### src/rtl/multicycle_ctrl.sv
`default_nettype none
// ============================================================================
// Module   : multicycle_ctrl
// Purpose  : Main control FSM of the multicycle RV32I core (fetch, decode,
//            execute, memory and writeback sequencing over one shared ALU).
// Revision : 1.0  initial release
// ============================================================================
module multicycle_ctrl #(
    parameter int ALU_CTRL_WIDTH = 4
) (
    input  logic                      clk,
    input  logic                      rst_n,
    input  logic [6:0]                Op,
    input  logic [2:0]                Funct3,
    input  logic                      Funct7b5,
    input  logic                      Zero,
    input  logic                      AluLt,
    input  logic                      MemReady,
    output logic                      PCWrite,
    output logic                      AdrSrc,
    output logic                      MemWrite,
    output logic                      IRWrite,
    output logic                      RegWrite,
    output logic [1:0]                ResultSrc,
    output logic [1:0]                ALUSrcA,
    output logic [1:0]                ALUSrcB,
    output logic [2:0]                ImmSrc,
    output logic [ALU_CTRL_WIDTH-1:0] ALUControl,
    output logic                      InstrDone,
    output logic                      Illegal
);

    localparam logic [3:0] c_fetch    = 4'd0;
    localparam logic [3:0] c_decode   = 4'd1;
    localparam logic [3:0] c_memadr   = 4'd2;
    localparam logic [3:0] c_memread  = 4'd3;
    localparam logic [3:0] c_memwb    = 4'd4;
    localparam logic [3:0] c_memwrite = 4'd5;
    localparam logic [3:0] c_execr    = 4'd6;
    localparam logic [3:0] c_execi    = 4'd7;
    localparam logic [3:0] c_aluwb    = 4'd8;
    localparam logic [3:0] c_lui      = 4'd9;
    localparam logic [3:0] c_auipc    = 4'd10;
    localparam logic [3:0] c_jal      = 4'd11;
    localparam logic [3:0] c_jalr_adr = 4'd12;
    localparam logic [3:0] c_jalr_j   = 4'd13;
    localparam logic [3:0] c_branch   = 4'd14;
    localparam logic [3:0] c_trap     = 4'd15;

    localparam logic [6:0] c_op_load   = 7'b0000011;
    localparam logic [6:0] c_op_store  = 7'b0100011;
    localparam logic [6:0] c_op_rtype  = 7'b0110011;
    localparam logic [6:0] c_op_itype  = 7'b0010011;
    localparam logic [6:0] c_op_lui    = 7'b0110111;
    localparam logic [6:0] c_op_auipc  = 7'b0010111;
    localparam logic [6:0] c_op_jal    = 7'b1101111;
    localparam logic [6:0] c_op_jalr   = 7'b1100111;
    localparam logic [6:0] c_op_branch = 7'b1100011;

    localparam logic [3:0] c_alu_add  = 4'b0000;
    localparam logic [3:0] c_alu_sub  = 4'b0001;
    localparam logic [3:0] c_alu_sll  = 4'b0010;
    localparam logic [3:0] c_alu_slt  = 4'b0011;
    localparam logic [3:0] c_alu_sltu = 4'b0100;
    localparam logic [3:0] c_alu_xor  = 4'b0101;
    localparam logic [3:0] c_alu_srl  = 4'b0110;
    localparam logic [3:0] c_alu_sra  = 4'b0111;
    localparam logic [3:0] c_alu_or   = 4'b1000;
    localparam logic [3:0] c_alu_and  = 4'b1001;
    localparam logic [3:0] c_alu_pass = 4'b1011;

    logic [3:0] r_state;
    logic [3:0] w_next;
    logic [3:0] w_alu;
    logic [3:0] w_alu_ri;
    logic       w_taken;
    logic       w_br_legal;

    always_ff @(posedge clk) begin
        if (!rst_n) begin
            r_state <= c_fetch;
        end else begin
            r_state <= w_next;
        end
    end

    // Register/immediate ALU decode; sub only exists in the register form.
    always_comb begin
        w_alu_ri = c_alu_add;
        case (Funct3)
            3'b000:  w_alu_ri = (r_state == c_execr && Funct7b5) ? c_alu_sub : c_alu_add;
            3'b001:  w_alu_ri = c_alu_sll;
            3'b010:  w_alu_ri = c_alu_slt;
            3'b011:  w_alu_ri = c_alu_sltu;
            3'b100:  w_alu_ri = c_alu_xor;
            3'b101:  w_alu_ri = Funct7b5 ? c_alu_sra : c_alu_srl;
            3'b110:  w_alu_ri = c_alu_or;
            default: w_alu_ri = c_alu_and;
        endcase
    end

    always_comb begin
        w_taken    = 1'b0;
        w_br_legal = 1'b1;
        case (Funct3)
            3'b000:         w_taken = Zero;
            3'b001:         w_taken = !Zero;
            3'b100, 3'b110: w_taken = AluLt;
            3'b101, 3'b111: w_taken = !AluLt;
            default:        w_br_legal = 1'b0;
        endcase
    end

    always_comb begin
        w_next    = r_state;
        PCWrite   = 1'b0;
        AdrSrc    = 1'b0;
        MemWrite  = 1'b0;
        IRWrite   = 1'b0;
        RegWrite  = 1'b0;
        ResultSrc = 2'b00;
        ALUSrcA   = 2'b00;
        ALUSrcB   = 2'b00;
        ImmSrc    = 3'b000;
        w_alu     = c_alu_add;
        InstrDone = 1'b0;
        case (r_state)
            c_fetch: begin
                ALUSrcB   = 2'b10;
                ResultSrc = 2'b10;
                IRWrite   = MemReady;
                PCWrite   = MemReady;
                if (MemReady) w_next = c_decode;
            end
            c_decode: begin
                ALUSrcA = 2'b01;
                ALUSrcB = 2'b01;
                ImmSrc  = (Op == c_op_jal) ? 3'b011 : 3'b010;
                case (Op)
                    c_op_load, c_op_store: w_next = c_memadr;
                    c_op_rtype:            w_next = c_execr;
                    c_op_itype:            w_next = c_execi;
                    c_op_lui:              w_next = c_lui;
                    c_op_auipc:            w_next = c_auipc;
                    c_op_jal:              w_next = c_jal;
                    c_op_jalr:             w_next = c_jalr_adr;
                    c_op_branch:           w_next = c_branch;
                    default:               w_next = c_trap;
                endcase
            end
            c_memadr: begin
                ALUSrcA = 2'b10;
                ALUSrcB = 2'b01;
                ImmSrc  = Op[5] ? 3'b001 : 3'b000;
                w_next  = Op[5] ? c_memwrite : c_memread;
            end
            c_memread: begin
                AdrSrc = 1'b1;
                if (MemReady) w_next = c_memwb;
            end
            c_memwb: begin
                ResultSrc = 2'b01;
                RegWrite  = 1'b1;
                InstrDone = 1'b1;
                w_next    = c_fetch;
            end
            c_memwrite: begin
                AdrSrc    = 1'b1;
                MemWrite  = 1'b1;
                InstrDone = MemReady;
                if (MemReady) w_next = c_fetch;
            end
            c_execr: begin
                ALUSrcA = 2'b10;
                w_alu   = w_alu_ri;
                w_next  = c_aluwb;
            end
            c_execi: begin
                ALUSrcA = 2'b10;
                ALUSrcB = 2'b01;
                w_alu   = w_alu_ri;
                w_next  = c_aluwb;
            end
            c_lui: begin
                ALUSrcB = 2'b01;
                ImmSrc  = 3'b100;
                w_alu   = c_alu_pass;
                w_next  = c_aluwb;
            end
            c_auipc: begin
                ALUSrcA = 2'b01;
                ALUSrcB = 2'b01;
                ImmSrc  = 3'b100;
                w_next  = c_aluwb;
            end
            c_aluwb: begin
                RegWrite  = 1'b1;
                InstrDone = 1'b1;
                w_next    = c_fetch;
            end
            // PC loads the target held in ALUOut while the ALU forms OldPC+4 for rd.
            c_jal, c_jalr_j: begin
                ALUSrcA = 2'b01;
                ALUSrcB = 2'b10;
                PCWrite = 1'b1;
                w_next  = c_aluwb;
            end
            c_jalr_adr: begin
                ALUSrcA = 2'b10;
                ALUSrcB = 2'b01;
                w_next  = c_jalr_j;
            end
            c_branch: begin
                ALUSrcA   = 2'b10;
                w_alu     = Funct3[2] ? (Funct3[1] ? c_alu_sltu : c_alu_slt) : c_alu_sub;
                PCWrite   = w_br_legal && w_taken;
                InstrDone = w_br_legal;
                w_next    = w_br_legal ? c_fetch : c_trap;
            end
            default: begin
                w_next = c_trap;
            end
        endcase
    end

    assign ALUControl = ALU_CTRL_WIDTH'(w_alu);
    assign Illegal    = (r_state == c_trap);

endmodule
`default_nettype wire

### config.mk
export PLATFORM = sky130hd
export DESIGN_NAME = multicycle_ctrl
export DESIGN_NICKNAME = d
export VERILOG_FILES = /design/src/rtl/multicycle_ctrl.sv
export SDC_FILE = /design/constraint.sdc
export NUM_CORES = 1
export LEC_CHECK = 0
export CAP_MARGIN = 20
export CORE_UTILIZATION = 35
export DETAILED_ROUTE_END_ITERATION = 16
export MAX_ROUTING_LAYER = met4
export PLACE_DENSITY = 0.67
export SLEW_MARGIN = 20
export SYNTH_ARGS = -nofsm -noshare
export SYNTH_HDL_FRONTEND = slang
export SYNTH_SLANG_ARGS = --single-unit
### constraint.sdc
create_clock -name clk -period 2.6 [get_ports clk]
set_clock_uncertainty 0.15 [all_clocks]
set_input_delay 0.52 -clock clk [delete_from_list [all_inputs] [get_ports clk]]
set_output_delay 0.52 -clock clk [all_outputs]
set_load 0.02 [all_outputs]
==> metrics.txt, run 1 <==
syn_nets=151; Fin. Hold Viols=0; Std-Cell Core Area=0.00245 mm²; worst-path cell chain=clkdlybuf4s50_1, a221o_1, a31oi_1, o22ai_1, dlygate4sd2_1; Post-Synth XOR/XNOR Area=0.0483; FF+latch count, synth=4; Area Overhead vs Synth=51.4%; clk root buf=clkbuf_4; Mean Syn Cell Area=6.71 µm²; die height=52.9 µm; critical path fanouts, max=2; WL per Instance=13.1 µm; Initial Utilization=0.369; htree depth=1; Setup-failing EPs final=0; CTS buffer count=3; Slowest-stage cell, CP=clkdlybuf4s50_1; Crit Path Class=input pin to primary output; Post-DRT Antenna Nets=0; WP data required=1930 ps; Final Slew Violations=0; mapped cell area=906 µm²; clock latency reported for the late side of the worst-skew pair=250 ps; vias in the first global route=949; main combinational cell family by area after synthesis=simple AND/OR/NAND/NOR gates; Leakage=0.634 nW; Distinct cells, synth=46; Worst setup SP type=input pin; number of flops mapped to enable cells by yosys=0; I/O Buffers=35; fillers=262; simple-gate share of the synthesized area=0.369; Final Cycle Share=0.981; Initial DRC Count=37; layout cells sized above 1=0.196; Clock Sinks=4; # DRC=0; max FFs per register=4; die width=52.9 µm; Pre-Repair DR Iteration Count=4; total gr overflow=0; Slew HR=0.739; initial antenna violation count=0; CP max stage delay=430 ps; PwrDens=894 mW/mm²; Top FF cell, synth=dfxtp_1; CP endpoint kind=primary output; CTS clk-pin slew, worst paths=40 ps; number of max-cap violations=0; crit path DAT=1880 ps; I/O pins=36; die area=0.00280 mm²; Synth Warn #=0; Final min period=2550 ps; design area=0.00137 mm²; Yosys top cell area share=0.0884; first-pass GRT wire length=4230 µm; dominant cell type by area after synthesis=dfxtp_1; Max IR drop VDD=0.530 mV; most common cell in the netlist=nor2_1; largest net degree at the start of global routing=15; Post-Route WL=2730 µm; Worst-Margin Slew=389 ps; fmax=392 MHz; async set or reset register ratio after synthesis=0; CTS tree=built; Row Count=18; gr usage total=0.205; Placer Congestion=0.931; Post-Synthesis Cells=135; clock buffer depth=2; DP HPWL=2220 µm; RSZ-0062 raised after global routing=yes; Worst path top cell family by delay=buffers and inverters; vias per inst=5.45; Final Net Count=197; Top reg by flops=r_state; top cells by count, synth=nor2_1 (14), o21ai_0 (13), nand2_1 (11), nand3_1 (7); synth top area cells=dfxtp_1 (8.8%), o21ai_0 (7.2%), nor2_1 (5.8%); Cell Area, Placed=0.00135 mm²; largest registers=r_state x4; via count=1139; Synth Area in Compound Gates=0.343; Setup TNS=0 ps; post-synthesis mux area share=0.0331; CP Buf/Inv Count=2; sequential fraction of the synthesis area=0.0884; adder-cell share of the synthesized area=0; Hold Path Class=flip-flop to flip-flop; n_diodes=0; outcome=finished, final reports clean
## power by group
group / switching, mW / total [mW] / internal [mW]
logic: 0.567 / 1.01 / 0.438
clock network: 0.0329 / 0.0850 / 0.0521
registers: 0.0472 / 0.135 / 0.0879
## cell families (layout without fill, tap and decap cells)
group                     count (synthesis)  in the layout
buffers and inverters                    17             61
AOI/OAI and AO/OA                        45             45
xor gates and xnor gates                  5              5
DFF                                       4              4
muxes                                     3              3
and+or+nand+nor                          61             61
## area by class of cell
class	instances	area, µm²	area share
clock buffer	3	22.5	0.0164
inverter	4	16.3	0.0119
multi-input combinational	114	721	0.526
sequential	4	82.6	0.0602
tap	30	37.5	0.0274
timing repair buffer	54	492	0.359
## through the flow
stage | power, mW | instances | util | setup WS, ps | hold slack, ps
global route | 1.31 | 209 | 0.559 | -3.32 | 620
CTS | 1.23 | 209 | 0.552 | 0.726 | 584
global placement | 1.15 | 206 | 0.548 | -378 | 591
finish | 1.23 | 209 | 0.559 | 50.4 | 584
floorplan | 0.818 | 135 | - | 549 | 508
detailed placement | 1.16 | 206 | 0.548 | -456 | 577
## worst reg2reg max path: cells and delay by family (launching register included)
family	cells	cell delay, ps
buffers and inverters	1	200
AOI/OAI and AO/OA	3	600
xor gates and xnor gates	1	110
DFF	1	440
## routing by layer
| metal | vias to the layer above | wire length, µm | global-route usage |
|---|---|---|---|
| li1 | 588 | - | - |
| met1 | 510 | 1210 | 0.272 |
| met2 | 39 | 1350 | 0.344 |
| met3 | 2 | 140 | 0 |
| met4 | 0 | 31 | 0.0526 |
| met5 | - | 0 | - |
## layout by cell type, fill, tap and decap left out, types with 6 or more instances in the layout
master,n
clkdlybuf4s50_1,19
buf_4,19
nor2_1,13
o21ai_0,13
nand2_1,11
dlygate4sd2_1,9
nand3_1,7
a21oi_1,6
a31oi_1,6
dlymetal6s2s_1,6
## worst paths after layout
check | start | to | slack, ps | depth (start not counted)
setup / recovery | AluLt | PCWrite | 50 | 5
hold / removal | r_state[3]$_SDFFE_PN0P_ | r_state[0]$_SDFFE_PN0P_ | 580 | 4
setup reg to reg | r_state[2]$_SDFFE_PN0P_ | r_state[2]$_SDFFE_PN0P_ | 960 | 5
hold reg to reg | r_state[3]$_SDFFE_PN0P_ | r_state[0]$_SDFFE_PN0P_ | 580 | 4
## repair_timing
action                                  in CTS  in global routing
hold buffers                                 0                  0
endpoints found under the setup margin       8                 13
resized for setup                           11                 10
pin swaps                                    0                  0
buffers inserted                             0                  0
(Power assumes the default switching activity.)
==> run 2: changes to the inputs <==
--- a/config.mk
+++ b/config.mk
@@ -5,11 +5,12 @@
 export SDC_FILE = /design/constraint.sdc
 export NUM_CORES = 1
 export LEC_CHECK = 0
+export ABC_AREA = 1
 export CAP_MARGIN = 20
 export CORE_UTILIZATION = 35
 export DETAILED_ROUTE_END_ITERATION = 16
 export MAX_ROUTING_LAYER = met4
-export PLACE_DENSITY = 0.67
+export PLACE_DENSITY = 0.73
 export SLEW_MARGIN = 20
 export SYNTH_ARGS = -nofsm -noshare
 export SYNTH_HDL_FRONTEND = slang
==> constraint.sdc (replaced) <==
create_clock -name clk -period 2.3 [get_ports clk]
set_clock_uncertainty 0.15 [all_clocks]
set_input_delay 0.46 -clock clk [delete_from_list [all_inputs] [get_ports clk]]
set_output_delay 0.46 -clock clk [all_outputs]
set_load 0.02 [all_outputs]
==> run 2 against run 1 <==
  * Area after synthesis shrank 16%
  * Total power increased by 8.3%
  * Synthesized cell count is 13% higher
  * Final area is 2.5% lower
  * Flip-flop and latch count did not move
  * Register-to-register slack got worse by 230 ps
  * First-iteration DRC count decreased by 24%
  * Routed wire length is 4.0% lower
==> metrics.txt, run 2 <==
outcome=finished, final reports clean; CP Capture Point=MemWrite; sequential fraction of the synthesis area=0.105; Final Cycle Share=0.976; number of max-cap violations=0; CTS clk-pin slew, worst paths=40 ps; number of flops mapped to enable cells by yosys=0; vias per inst=4.90; Placer Congestion=0.867; Crit Path Class=flip-flop to primary output; n_diodes=0; # DRC=0; via count=1177; Top reg by flops=r_state; Setup-failing EPs final=0; WL per Instance=10.9 µm; async set or reset register ratio after synthesis=0; reg2reg end=r_state[2]$_SDFFE_PN0P_; fin cells=240; Post-DRT Antenna Nets=0; CP max stage delay=600 ps; clk root buf=clkbuf_4; Worst path top cell family by delay=buffers and inverters; Final Net Count=231; CP endpoint kind=primary output; PwrDens=993 mW/mm²; Critical path origin=r_state[0]$_SDFFE_PN0P_; vias in the first global route=1171; gr usage total=0.245; Clock Power Share=0.064; Area Overhead vs Synth=75.2%; total gr overflow=0; largest net degree at the start of global routing=9; DP HPWL=2220 µm; DP Cell Count=237; syn_nets=168; fmax=445 MHz; die width=48.7 µm; critical path depth in cells=6; most common cell in the netlist=nand2_1; Initial Utilization=0.381; clock latency reported for the late side of the worst-skew pair=230 ps; Top FF cell, synth=dfxtp_1; Clock Sinks=4; r2r worst-path depth=9; commonest non-fill, non-tap cell in the layout=nand2_1; Distinct cells, synth=25; Slowest-stage cell, CP=clkdlybuf4s50_1; I/O Buffers=35; Row Count=16; postcts setup bufs=0; CP Buf/Inv Count=4; Mean Syn Cell Area=5.02 µm²; Switching Share=0.553; Slew HR=0.826; Initial DRC Count=28; htree depth=1; die area=0.00237 mm²; Fin. Hold Viols=0; Final min period=2250 ps; largest registers=r_state x4; top cells by count, synth=nand2_1 (45), nor2_1 (27), inv_1 (24), o21ai_0 (9), a21oi_1 (6); synth top area cells=nand2_1 (22%), nor2_1 (13%), inv_1 (12%); crit path DAT=1640 ps; die height=48.7 µm; design area=0.00134 mm²; total power=1.33 mW; Yosys top cell area share=0.221; CTS buffer count=3; I/O pins=36; WP data required=1690 ps; Synth Warn #=0; FF+latch count, synth=4; max FFs per register=4; Worst setup SP type=flip-flop; Std-Cell Core Area=0.00200 mm²; hold_buf cts=0; internal reg-to-reg setup slack=730 ps; critical path fanouts, max=3; final core area utilization=0.668; Hold Path Class=flip-flop to flip-flop; CTS tree=built; Reg2Reg Launch Point=r_state[1]$_SDFFE_PN0P_; Comb power frac=0.820; leading cell types in the layout, fill and taps excluded=nand2_1 (45), nor2_1 (26), inv_1 (24), buf_4 (24), clkdlybuf4s50_1 (13); Pre-Repair DR Iteration Count=4; Post-Synthesis Cells=152; Worst-Margin Slew=260 ps; Final Slew Violations=0; Cell Area, Placed=0.00132 mm²; initial antenna violation count=0; layout cells sized above 1=0.263; worst-path cell chain=inv_2, nor2_1, buf_4, nand2_1, inv_1, clkdlybuf4s50_1; pre-CTS setup slack=-476 ps; clock buffer depth=2; Max IR drop VDD=0.718 mV; Post-Route WL=2620 µm; Leakage=0.734 nW; Sequential Power Share=0.115; worst setup margin=54.7 ps; Net Switching=0.734 mW; mapped cell area=763 µm²; first-pass GRT wire length=4600 µm; Min-Delay Startpoint=r_state[3]$_SDFFE_PN0P_; dominant cell type by area after synthesis=nand2_1; Int Pwr=0.594 mW
==> run 2: what timing repair did <==
action                     in CTS  in global routing
setup endpoints to repair      18                 12
resized for setup              30                 19
hold endpoints to repair        0                  0
==> run 2: cell families after synthesis <==
group / count (synthesis) / share of synthesized area
AND/OR/NAND/NOR: 94 / 0.551
buffers and inverters: 29 / 0.143
AO/OA/AOI/OAI: 24 / 0.190
XOR/XNOR: 1 / 0.0115
flip-flops: 4 / 0.105
==> run 2: layout make-up <==
cell class,count,area [µm²]
fillers,206,664
multi-input cells,119,592
repair buffers,59,500
inverters,28,105
flip-flops and latches,4,83.8
well taps,27,33.8
clock buffers,3,22.5
==> run 2: how the worst min path moves through the flow <==
| stage | endpoint | slack [ps] | cells after the start |
|---|---|---|---|
| floorplan | r_state[3]$_SDFFE_PN0P_ | 380 | 2 |
| global placement | r_state[3]$_SDFFE_PN0P_ | 430 | 2 |
| detailed placement | r_state[2]$_SDFFE_PN0P_ | 430 | 2 |
| CTS | r_state[2]$_SDFFE_PN0P_ | 450 | 2 |
| global route | r_state[3]$_SDFFE_PN0P_ | 440 | 2 |
| finish | r_state[3]$_SDFFE_PN0P_ | 420 | 2 |
==> run 2: routing by layer <==
metal,global-route usage,part of all wire,vias to the layer above
met5,-,0,-
met4,0.0833,0.027,0
met1,0.256,0.41,528
met2,0.463,0.53,32
met3,0.0346,0.038,8
li1,-,-,609
==> run 2: power by group through the flow <==
| stage | Sequential [mW] | Clock (mW) | Combinational (mW) |
|---|---|---|---|
| CTS | 0.144 | 0.0874 | 1.07 |
| finish | 0.153 | 0.0855 | 1.09 |
| floorplan | 0.140 | 0 | 0.627 |
| detailed placement | 0.145 | 0 | 1.17 |
| global route | 0.156 | 0.0942 | 1.19 |
| global placement | 0.142 | 0 | 1.15 |
==> run 2: through the flow <==
stage	hold slack, ps	TNS, ps
after global placement	431	-2450
after CTS	447	0
after floorplan	381	0
after global routing	444	-22.8
after detailed placement	433	-2750
final	417	0
==> run 2: worst register-to-register path, stage by stage, from the launching register on <==
cell and delay, ps:
dfxtp_2 410, nor2_1 90, buf_4 140, nand2_1 80, buf_4 120, nand3_2 60
nand2_2 100, nand2_1 70, nor2_1 160, a21oi_1 80
==> run 3: changes to the inputs <==
--- a/config.mk
+++ b/config.mk
@@ -7,10 +7,10 @@
 export LEC_CHECK = 0
 export ABC_AREA = 1
 export CAP_MARGIN = 20
-export CORE_UTILIZATION = 35
+export CORE_UTILIZATION = 37
 export DETAILED_ROUTE_END_ITERATION = 16
 export MAX_ROUTING_LAYER = met4
-export PLACE_DENSITY = 0.73
+export PLACE_DENSITY = 0.76
 export SLEW_MARGIN = 20
 export SYNTH_ARGS = -nofsm -noshare
 export SYNTH_HDL_FRONTEND = slang
==> run 3 against run 2 <==
  * The flow now finishes with violations (design-rule violations)
  * Via count shrank 1.9%
  * Die area down 5.2%
  * Flip-flop and latch count did not move
  * Clock-buffer cell count stayed put
  * Global-route usage grew 0.45 points
  * Register-to-register slack better by 40 ps
  * Worst setup slack better by 41 ps
  * Routed wire length decreased by 3.6%
  * Sequential share of layout area increased by 0.17 points
==> metrics.txt, run 3 (synthesized netlist as in run 2, its figures left out) <==
r2r worst-path depth=10; Crit Path Class=flip-flop to primary output; n_diodes=0; Leakage=0.718 nW; I/O Buffers=35; layout cells sized above 1=0.274; initial antenna violation count=0; commonest non-fill, non-tap cell in the layout=nand2_1; outcome=finished, violations left; total gr overflow=0; PwrDens=976 mW/mm²; Post-Route WL=2530 µm; critical path depth in cells=5; htree depth=1; vias per inst=4.83; Worst-Margin Slew=316 ps; I/O pins=36; Max IR drop VDD=0.783 mV; fillers=198; largest net degree at the start of global routing=8; Area Overhead vs Synth=70.5%; via count=1155; CP max stage delay=350 ps; clk root buf=clkbuf_4; Min-Delay Startpoint=r_state[3]$_SDFFE_PN0P_; hold_ws=415 ps; Final min period=2200 ps; Initial DRC Count=30; Row Count=16; die area=0.00225 mm²; gr usage total=0.249; Post-DRT Antenna Nets=0; RSZ-0062 raised after global routing=no; fmax=454 MHz; Slowest-stage cell, CP=dfxtp_2; worst-path cell chain=nand2_2, inv_1, nor3_1, a221o_1, dlygate4sd2_1; internal reg-to-reg setup slack=770 ps; critical path fanouts, max=6; clock latency reported for the late side of the worst-skew pair=220 ps; CP Buf/Inv Count=2; CP endpoint kind=primary output; Hold Path Class=flip-flop to flip-flop; die width=47.4 µm; Slew HR=0.787; # DRC=1; clock buffer depth=2; DP HPWL=2150 µm; Placer Congestion=0.893; design area=0.00130 mm²; Std-Cell Core Area=0.00194 mm²; Final Net Count=230; Cell Area, Placed=0.00132 mm²; Pre-Repair DR Iteration Count=12; Top reg by flops=r_state; CTS buffer count=3; die height=47.4 µm; CTS tree=built; total power=1.27 mW; leading cell types in the layout, fill and taps excluded=nand2_1 (45), nor2_1 (26), inv_1 (24), buf_4 (23), clkdlybuf4s50_1 (13); failing checks=design-rule violations; Critical path origin=r_state[2]$_SDFFE_PN0P_; Worst path top cell family by delay=simple AND/OR/NAND/NOR gates; Multi-input gate area=593 µm²; Final Slew Violations=0; Worst setup SP type=flip-flop; CP Capture Point=InstrDone; Initial Utilization=0.393; FF/Latch Area=83.8 µm²; largest registers=r_state x4; Reg2Reg Launch Point=r_state[2]$_SDFFE_PN0P_; CTS clk-pin slew, worst paths=40 ps; Fin. Hold Viols=0; max FFs per register=4; vias in the first global route=995; WP data required=1690 ps; number of max-cap violations=0; Final Cycle Share=0.958; crit path DAT=1590 ps; reg2reg end=r_state[0]$_SDFFE_PN0P_; Clock Sinks=4; WL per Instance=10.6 µm; first-pass GRT wire length=4000 µm; Setup-failing EPs final=0
-- run 3: repair_timing --
item,in CTS,in global routing
buffers inserted,0,0
hold buffers,0,0
cloned,0,0
gates resized for setup,35,21
setup endpoints to repair,19,11
-- run 3: power breakdown --
part           switching (mW)  internal [mW]  total (mW)  leakage (nW)
sequential             0.0588          0.106       0.164        0.0342
combinational           0.623          0.402        1.02         0.670
clock                  0.0229         0.0580      0.0809        0.0138
-- run 3: worst min-delay path by stage --
| stage | end | slack (ps) | cells after the start |
|---|---|---|---|
| global placement | r_state[3]$_SDFFE_PN0P_ | 450 | 2 |
| detailed placement | r_state[3]$_SDFFE_PN0P_ | 440 | 2 |
| finish | r_state[3]$_SDFFE_PN0P_ | 410 | 2 |
| floorplan | r_state[3]$_SDFFE_PN0P_ | 380 | 2 |
| CTS | r_state[2]$_SDFFE_PN0P_ | 450 | 2 |
| global route | r_state[3]$_SDFFE_PN0P_ | 450 | 2 |
-- run 3: worst min-delay path: stages (launching register included) --
cell,delay [ps]
dfxtp_2,350
nand2_1,70
a41oi_1,100
-- run 3: final cells by class --
type                            count  area share
Clock buffer                        3      0.0173
Inverter                           28      0.0808
Multi-Input combinational cell    119       0.456
Sequential cell                     4      0.0644
Tap cell                           27      0.0260
Timing Repair Buffer               58       0.356
-- run 3: metrics by stage --
| step | cells | util | setup slack [ps] | TNS [ps] |
|---|---|---|---|---|
| final | 239 | 0.670 | 96.0 | 0 |
| after global routing | 239 | 0.670 | 0.482 | 0 |
| after global placement | 236 | 0.678 | -401 | -2420 |
| after floorplan | 152 | - | 263 | 0 |
| after CTS | 239 | 0.676 | 15.2 | 0 |
| after detailed placement | 236 | 0.678 | -457 | -2690 |
-- run 3: per-layer routing --
metal	part of all wire	vias up	global-route usage
li1	-	610	-
met1	0.41	507	0.281
met2	0.53	36	0.477
met3	0.050	2	0.0340
met4	0.0075	0	0.0229
met5	0	-	-
